`config.mk`:
```
export PLATFORM = sky130hd
export DESIGN_NAME = fir_folded_sym
export DESIGN_NICKNAME = d
export VERILOG_FILES = /design/src/rtl/fir_folded_sym.sv
export SDC_FILE = /design/constraint.sdc
export NUM_CORES = 2
export LEC_CHECK = 0
export ABC_AREA = 1
export BUFFER_PORTS_ARGS = -buffer_cell sky130_fd_sc_hd__buf_2
export CAP_MARGIN = 20
export CORE_MARGIN = 1
export CORE_UTILIZATION = 44
export CTS_CLUSTER_SIZE = 10
export DETAILED_ROUTE_END_ITERATION = 10
export PLACE_DENSITY = 0.62
export SLEW_MARGIN = 20
export SYNTH_ARGS = -nofsm -noshare
export SYNTH_HDL_FRONTEND = slang
export SYNTH_SLANG_ARGS = --single-unit
```
`constraint.sdc`:
```
create_clock -name clk -period 13.8 [get_ports clk]
set_input_delay 3.45 -clock clk [delete_from_list [all_inputs] [get_ports clk]]
set_output_delay 3.45 -clock clk [all_outputs]
set_load 0.05 [all_outputs]
```
`src/rtl/fir_folded_sym.sv`:
```
// fir_folded_sym: symmetric FIR with one pre-adder, multiplier and accumulator, time-shared over
// HALF folded taps per sample. Build option FIR_SAT_EN: saturating y_out plus a sat_flag output.
module fir_folded_sym #(
  parameter int N_TAPS = 63,
  parameter int DW     = 16,
  parameter int CW     = 16,
  parameter int OW     = 32
) (
  input  logic                            clk,
  input  logic                            rst_n,
  input  logic                            coef_we,
  input  logic [$clog2((N_TAPS+1)/2)-1:0] coef_addr,
  input  logic signed [CW-1:0]            coef_din,
  input  logic                            in_valid,
  output logic                            in_ready,
  input  logic signed [DW-1:0]            x_in,
  output logic                            out_valid,
  input  logic                            out_ready,
  output logic signed [OW-1:0]            y_out,
  output logic                            busy
`ifdef FIR_SAT_EN
  ,
  output logic                            sat_flag
`endif
);

  localparam int HALF = (N_TAPS + 1) / 2;
  localparam int KW   = $clog2(HALF);
  localparam int IW   = $clog2(N_TAPS);
  localparam int PW   = DW + CW + 1;
  localparam int AW   = PW + KW;
  localparam logic [KW-1:0] K_LAST = KW'(HALF - 1);
  localparam logic [KW:0]   HALF_C = (KW+1)'(HALF);

  typedef enum logic [1:0] {
    S_IDLE,
    S_MAC,
    S_OUT
  } state_t;

  state_t                state_q, state_d;
  logic [KW-1:0]         k_q, k_d;
  logic signed [AW-1:0]  acc_q, acc_d;
  logic [OW-1:0]         y_q, y_d;
  logic                  ov_q, ov_d;
  logic                  sat_q, sat_d;

  logic signed [DW-1:0]  dly_q  [N_TAPS];
  logic signed [CW-1:0]  coef_q [HALF];

  logic                  accept;
  logic                  coef_wr;
  logic [IW-1:0]         lo_idx, hi_idx;
  logic signed [DW:0]    tap_lo, tap_hi, pre;
  logic signed [PW-1:0]  prod;
  logic signed [AW-1:0]  acc_sum;
  logic [OW-1:0]         y_res;
  logic                  y_clip;

  assign accept   = (state_q == S_IDLE) && in_valid;
  assign coef_wr  = (state_q == S_IDLE) && coef_we && ({1'b0, coef_addr} < HALF_C);
  assign in_ready = (state_q == S_IDLE);
  assign busy     = (state_q != S_IDLE);
  assign out_valid = ov_q;
  assign y_out    = y_q;
`ifdef FIR_SAT_EN
  assign sat_flag = sat_q;
`endif

  // Coefficient store: a write in the accept cycle lands before the first MAC reads it.
  always_ff @(posedge clk or negedge rst_n) begin
    if (!rst_n) begin
      for (int i = 0; i < HALF; i++) coef_q[i] <= '0;
    end else if (coef_wr) begin
      coef_q[coef_addr] <= coef_din;
    end
  end

  always_ff @(posedge clk or negedge rst_n) begin
    if (!rst_n) begin
      for (int i = 0; i < N_TAPS; i++) dly_q[i] <= '0;
    end else if (accept) begin
      dly_q[0] <= x_in;
      for (int i = 1; i < N_TAPS; i++) dly_q[i] <= dly_q[i-1];
    end
  end

  // Folded datapath: tap k pairs with its mirror; the centre tap stands alone.
  always_comb begin
    lo_idx  = IW'(k_q);
    hi_idx  = IW'(N_TAPS - 1) - lo_idx;
    tap_lo  = {dly_q[lo_idx][DW-1], dly_q[lo_idx]};
    tap_hi  = (k_q == K_LAST) ? '0 : {dly_q[hi_idx][DW-1], dly_q[hi_idx]};
    pre     = tap_lo + tap_hi;
    prod    = pre * coef_q[k_q];
    acc_sum = acc_q + {{KW{prod[PW-1]}}, prod};
  end

`ifdef FIR_SAT_EN
  logic [AW-OW:0] top_bits;
  always_comb begin
    top_bits = acc_sum[AW-1:OW-1];
    y_clip   = !((&top_bits) || !(|top_bits));
    if (!y_clip)             y_res = acc_sum[OW-1:0];
    else if (acc_sum[AW-1])  y_res = {1'b1, {(OW-1){1'b0}}};
    else                     y_res = {1'b0, {(OW-1){1'b1}}};
  end
`else
  always_comb begin
    y_res  = acc_sum[OW-1:0];
    y_clip = 1'b0;
  end
`endif

  always_comb begin
    state_d = state_q;
    k_d     = k_q;
    acc_d   = acc_q;
    y_d     = y_q;
    ov_d    = ov_q;
    sat_d   = sat_q;
    case (state_q)
      S_IDLE: begin
        if (in_valid) begin
          state_d = S_MAC;
          k_d     = '0;
          acc_d   = '0;
        end
      end
      S_MAC: begin
        acc_d = acc_sum;
        k_d   = k_q + 1'b1;
        if (k_q == K_LAST) begin
          state_d = S_OUT;
          k_d     = '0;
          y_d     = y_res;
          sat_d   = y_clip;
          ov_d    = 1'b1;
        end
      end
      S_OUT: begin
        if (out_ready) begin
          state_d = S_IDLE;
          ov_d    = 1'b0;
        end
      end
      default: begin
        state_d = S_IDLE;
        ov_d    = 1'b0;
      end
    endcase
  end

  always_ff @(posedge clk or negedge rst_n) begin
    if (!rst_n) begin
      state_q <= S_IDLE;
      k_q     <= '0;
      acc_q   <= '0;
      y_q     <= '0;
      ov_q    <= 1'b0;
      sat_q   <= 1'b0;
    end else begin
      state_q <= state_d;
      k_q     <= k_d;
      acc_q   <= acc_d;
      y_q     <= y_d;
      ov_q    <= ov_d;
      sat_q   <= sat_d;
    end
  end

endmodule

```
* Word level (Yosys, flattened, before mapping)
Cells that the tools add are included. W data, S select, Z words.
Word-level totals: bits in registers 1598, input bits 42, output and inout port bits 35, logic and storage cells 156
Cells by class: $add $sub $neg 4, multiply operators 1, magnitude comparators 5, equality and inequality tests 6, multiplexer cells 25, bitwise logic cells 5, reductions and logical operators 10
Operators with widths (count):
- $bwmux W512 | 1
- $bmux W16 S6 | 2
- $mux W16 | 7
- $bmux W16 S5 | 1
- $demux W16 S5 | 1
- $pmux W38 S2 | 1
- $add A38 B38 Y38 | 1
- $mux W38 | 1
- $mul A17 B16 Y33 | 1
- $add A16 B17 Y17 | 1
- $mux W17 | 1
- $ge A7 B7 Y1 const B | 2
- $ge A6 B6 Y1 const B | 2
- $not A5 Y6 | 2
- $mux W5 | 2
- $pmux W5 S2 | 1
- $not A5 Y7 | 1
- $not A6 Y7 | 1
- $lt A6 B1 Y1 const B | 1
- $mux W2 | 3
- $ne A2 B2 Y1 const B | 3
- $pmux W2 S3 | 1
- $reduce_and A3 Y1 | 2
- $sub A6 B5 Y6 const A | 1
- other kinds (11) | 16

* Longest topological paths before layout
depth after elaboration 10, mapped depth 63, gate-level depth less buffers 60

* Worst setup path before layout
No wires, ideal clock.
kind reg2reg, start register k_q[0], end register acc_q[30], library setup time 0.118 ns, data arrival time 9.946 ns, required time 13.682 ns, slack 3.736 ns, stages on the path, launching flop included 50, path buffers 3, period minus slack after synthesis 10.064 ns, path through dfrtp_1 ha_1 clkbuf_1 inv_2 clkbuf_1 clkbuf_1 o21ai_0 o211ai_1 nand3_1 a21oi_1 a311oi_1 ha_1 fa_1 nand2_1 nand2_1 nand3_1 nand2_1 a31o_2 [14 not listed] ha_1 nand2_1 nor2_1 nand3_1 nand2_1 inv_1 o21bai_1 a21oi_1 o21ai_0 xor2_1 ha_1 a21oi_1 o21ai_0 a221oi_1 nand2_1 or2_2 nand3_1 nand2_1
On the way: cells in the longest elaborated chain, start to end 10
Ends and longest elaborated chain:
- start, declared | RTL line 42 | logic [KW-1:0] k_q, k_d;
- start signal, assigned | RTL line 164 | k_q <= k_d;
- $sub A6 B5 Y6 | RTL line 91 | hi_idx = IW'(N_TAPS - 1) - lo_idx;
- $not A6 Y7 (implied by the code) | RTL line 93 | tap_hi = (k_q == K_LAST) ? '0 : {dly_q[hi_idx][DW-1], dly_q[hi_idx]};
- $bmux W16 S6 | RTL line 93
- $mux W16 (implied by the code) (2 in a row) | RTL line 93
- $mux W17 | RTL line 93
- $add A16 B17 Y17 | RTL line 94 | pre = tap_lo + tap_hi;
- $mul A17 B16 Y33 (*) | RTL line 95 | prod = pre * coef_q[k_q];
- $add A38 B38 Y38 (*) | RTL line 96 | acc_sum = acc_q + {{KW{prod[PW-1]}}, prod};
- $pmux W38 S2 (*) | RTL line 122 | case (state_q)
- end signal, assigned | RTL line 158 | acc_q <= '0;
- end signal, assigned | RTL line 165 | acc_q <= acc_d;
- end, declared | RTL line 43 | logic signed [AW-1:0] acc_q, acc_d;
Every way passes the cells marked *; elsewhere a longest branch is shown, timed or not. The select of a mux whose other input is x is not followed. A chain may end at the register's enable or synchronous reset.

* Worst setup path after layout
start register k_q[0], end register y_q[30], in the netlist y_out[30]
On the way: cells in the longest elaborated chain, start to end 9
Ends and longest elaborated chain:
- $sub A6 B5 Y6 | RTL line 91
- $not A6 Y7 (implied by the code) | RTL line 93
- $bmux W16 S6 | RTL line 93
- $mux W16 (implied by the code) (2 in a row) | RTL line 93
- $mux W17 | RTL line 93
- $add A16 B17 Y17 | RTL line 94
- $mul A17 B16 Y33 | RTL line 95
- $add A38 B38 Y38 | RTL line 96
- end signal, assigned | RTL line 166 | y_q <= y_d;
- end, declared | RTL line 44 | logic [OW-1:0] y_q, y_d;
Parallel ways exist; a longest one is shown, timed or not. The select of a mux whose other input is x is not followed.

==> impl_metrics.json <==
{
  "hold_start": "y_out[28]",
  "grt_usage_pct": 25.1,
  "muxShareOfSynthArea_pct": 0,
  "coreArea_sq_um": 195000,
  "fin_tns_setup_ns": 0,
  "synthesis.nets": 11200,
  "grt_overflow": 0,
  "n_fill_cell": 18800,
  "hold_class": "reg2reg",
  "min_period_ns": 12.72,
  "grt_pass1_wl_mm": 399,
  "grt_pass1_vias": 70100,
  "fmax_mhz": 78.6,
  "synth_compound_area_share_pct": 19.8,
  "critical_path_class": "reg2reg",
  "ys_ff_latch": 1592,
  "final.period_utilization_pct": 92.2,
  "critPathTopFamily": "adder cells",
  "synth_top_family_by_area": "compound AO/OA/AOI/OAI gates",
  "crit_buf_inv": 7,
  "drc": 0,
  "cp_common_cell": "nand2_1",
  "cts_buffers": 183,
  "final_max_slew_viol_count": 0,
  "syn_inst": 10800,
  "synth-simple-area-share_pct": 16.4,
  "synth-edff-count": 0,
  "ios": 77,
  "setup_ws_ns": 1.08,
  "wl_mm": 248,
  "cap_violations": 0,
  "cts.sinks": 1592,
  "dpl_worst_slack_ns": 1.14,
  "wire_per_inst_microns": 19.0,
  "synthArstFlopShare_pct": 100,
  "cts_root_buffer": "clkbuf_16",
  "drive_above_1_share_pct": 4.72,
  "rsz0062_at_grt": "no",
  "critPathMaxFanout": 160,
  "worst_slew_margin_rel_pct": 17.8,
  "worstPathRequired_ns": 14.50,
  "start_util_pct": 44.4,
  "globalplace.congestion": 0.911,
  "dp_cells": 12800,
  "postRouteAntennaNets": 0,
  "max_slew.worst_pin.slew_ns": 1.22,
  "areaGrowthSynthToFinish_pct": 7.81,
  "stdcell_count": 13100,
  "crit_start": "k_q[0]",
  "dp_hpwl_mm": 153,
  "avgViaCountPerCell": 5.54,
  "synth-seq-area-share_pct": 46.0,
  "crit_arrival_ns": 13.43,
  "final_hold_viol_count": 0,
  "status": "complete, no violations",
  "skew_ns": 0.0354,
  "synth_xor_area_share_pct": 0.814,
  "clock_path_buffers": 3,
  "synth_area_per_cell_sq_um": 8.05,
  "cp-end-kind": "flop",
  "crit-reg2reg-launch": "k_q[0]",
  "cts.repair.resized": 0,
  "ys_warn_count": 0,
  "synth_flop_cell": "dfrtp_1",
  "die-area_sq_um": 199000,
  "h-tree-depth": 4,
  "synthAdderAreaFrac_pct": 8.12,
  "std_cell_rows": 162,
  "clk_latency_ns": 0.83,
  "chipHeight_microns": 446,
  "layout.nets": 10800,
  "postCtsSetupRepairBufs": 0,
  "syn_area_sq_um": 86600,
  "grt_antenna_before_repair": 12,
  "num_vias": 72300,
  "path_clk_slew_ns": 0.06,
  "io_buffers": 76,
  "ctsHoldBuffers": 0,
  "setup_viol": 0,
  "startpoint_type": "flop",
  "cp_slowest_cell": "dfrtp_4",
  "drtIter0Drc": 7005,
  "grt_max_degree": 269,
  "yosys.cell_types.count": 59,
  "cts_tree": "done",
  "die_w_microns": 446,
  "max_stage_delay_ns": 0.75,
  "dr.pass1.iters": 8
}
-- synthesized netlist by cell type (6+ instances only) --
cell          n  area [sq um]
a221o_1      21           210
buf_6        26           293
a221oi_1     23           201
o211ai_1     46           345
buf_1        43           161
nand2_2       6          37.5
o21ai_0    2187         10900
fa_1        266          5330
a211oi_1      9          67.6
o21bai_1      7          52.6
clkbuf_1    487          1830
inv_1      1105          4150
buf_4        53           398
buf_2       159           796
o2111ai_1    36           315
inv_2        15          56.3
dfrtp_1    1592         39800
a21o_1       10          75.1
nand3_1     396          1980
nand4_1       9          56.3
nor3_1       30           150
nand2_1    2806         10500
o311ai_0     24           210
o22ai_1      13          81.3
ha_1        137          1710
a32o_1        8          80.1
or2_2        27           169
a31oi_1      38           238
xor2_1       43           377
xnor2_1      32           280
a22oi_1      40           300
a211o_1       8          70.1
nor2_1      320          1200
a32oi_1       8          70.1
o221ai_1     54           473
a21oi_1     597          2990
clkinv_1      7          26.3
o21ai_1      20           100
-- per-layer routing --
layer | routed length, microns | share of wire (%) | global-route usage, %
met4 | 7780 | 3.1 | 8.33
met1 | 112000 | 45 | 36.0
met2 | 111000 | 45 | 38.8
met3 | 15900 | 6.4 | 3.65
met5 | 0 | 0 | 0
-- metrics by stage --
stage          hold WS [ns]  cell area, sq um  utilization, %
4_1_cts               0.480             93300            47.8
3_3_place_gp          0.459             88000            45.1
5_1_grt               0.491             93400            47.9
6_report              0.474             93400            47.9
3_5_place_dp          0.465             88100            45.1
2_1_floorplan         0.445             86600               -
-- layout by cell type, fill, tap and decap left out, types with 41 or more instances in the layout --
cell type	n
o221ai_1	54
o21ai_0	2187
xor2_1	41
nor2_1	318
buf_2	75
ha_1	136
clkbuf_16	186
dfrtp_1	1587
o211ai_1	46
nand2_1	2796
nand3_1	396
a21oi_1	597
fa_1	266
inv_1	1101
buf_4	91
-- path summary, 6_finish.rpt --
path	slack, ns	depth (start not counted)	end
min reg2reg	0.47	2	y_out[28]
max	1.08	47	y_out[30]
min	0.47	2	y_out[28]
max in group asynchronous	8.70	3	dly_q[672]
max reg2reg	1.08	47	y_out[30]
min in group asynchronous	2.60	1	dly_q[271]
-- logic make-up after synthesis --
kind of cell             count (synthesis)
AO/OA/AOI/OAI                         3185
buffers and inverters                 1896
AND/OR/NAND/NOR                       3605
flip-flops                            1592
adder cells (fa/ha/maj)                403
XOR/XNOR                                78
-- worst min-delay path, delay by kind of cell, from the launching register on --
kind	cells	cell delay (ns)
and+or+nand+nor	2	0.10
DFF	1	0.34
-- flip-flops by register name (all words and copies together) (netlist names) --
| name | cells |
|---|---|
| state_q | 2 |
| k_q | 5 |
| acc_q | 32 |
| out_valid | 1 |
| coef_q | 512 |
| dly_q | 1008 |
| y_out | 32 |
-- layout make-up --
type	count	area, sq um	area share [%]
multi-input combinational	7271	39200	42.0
inverter	1127	4270	4.57
antenna	8	20.0	0.0214
sequential	1592	39900	42.7
clock buffer	222	4900	5.25
tap	2624	3280	3.51
clock inverter	17	278	0.297
timing repair buffer	194	1620	1.73
Power is not shown: default switching activity piles up to over one toggle a cycle in this logic, so the estimate is an artifact.
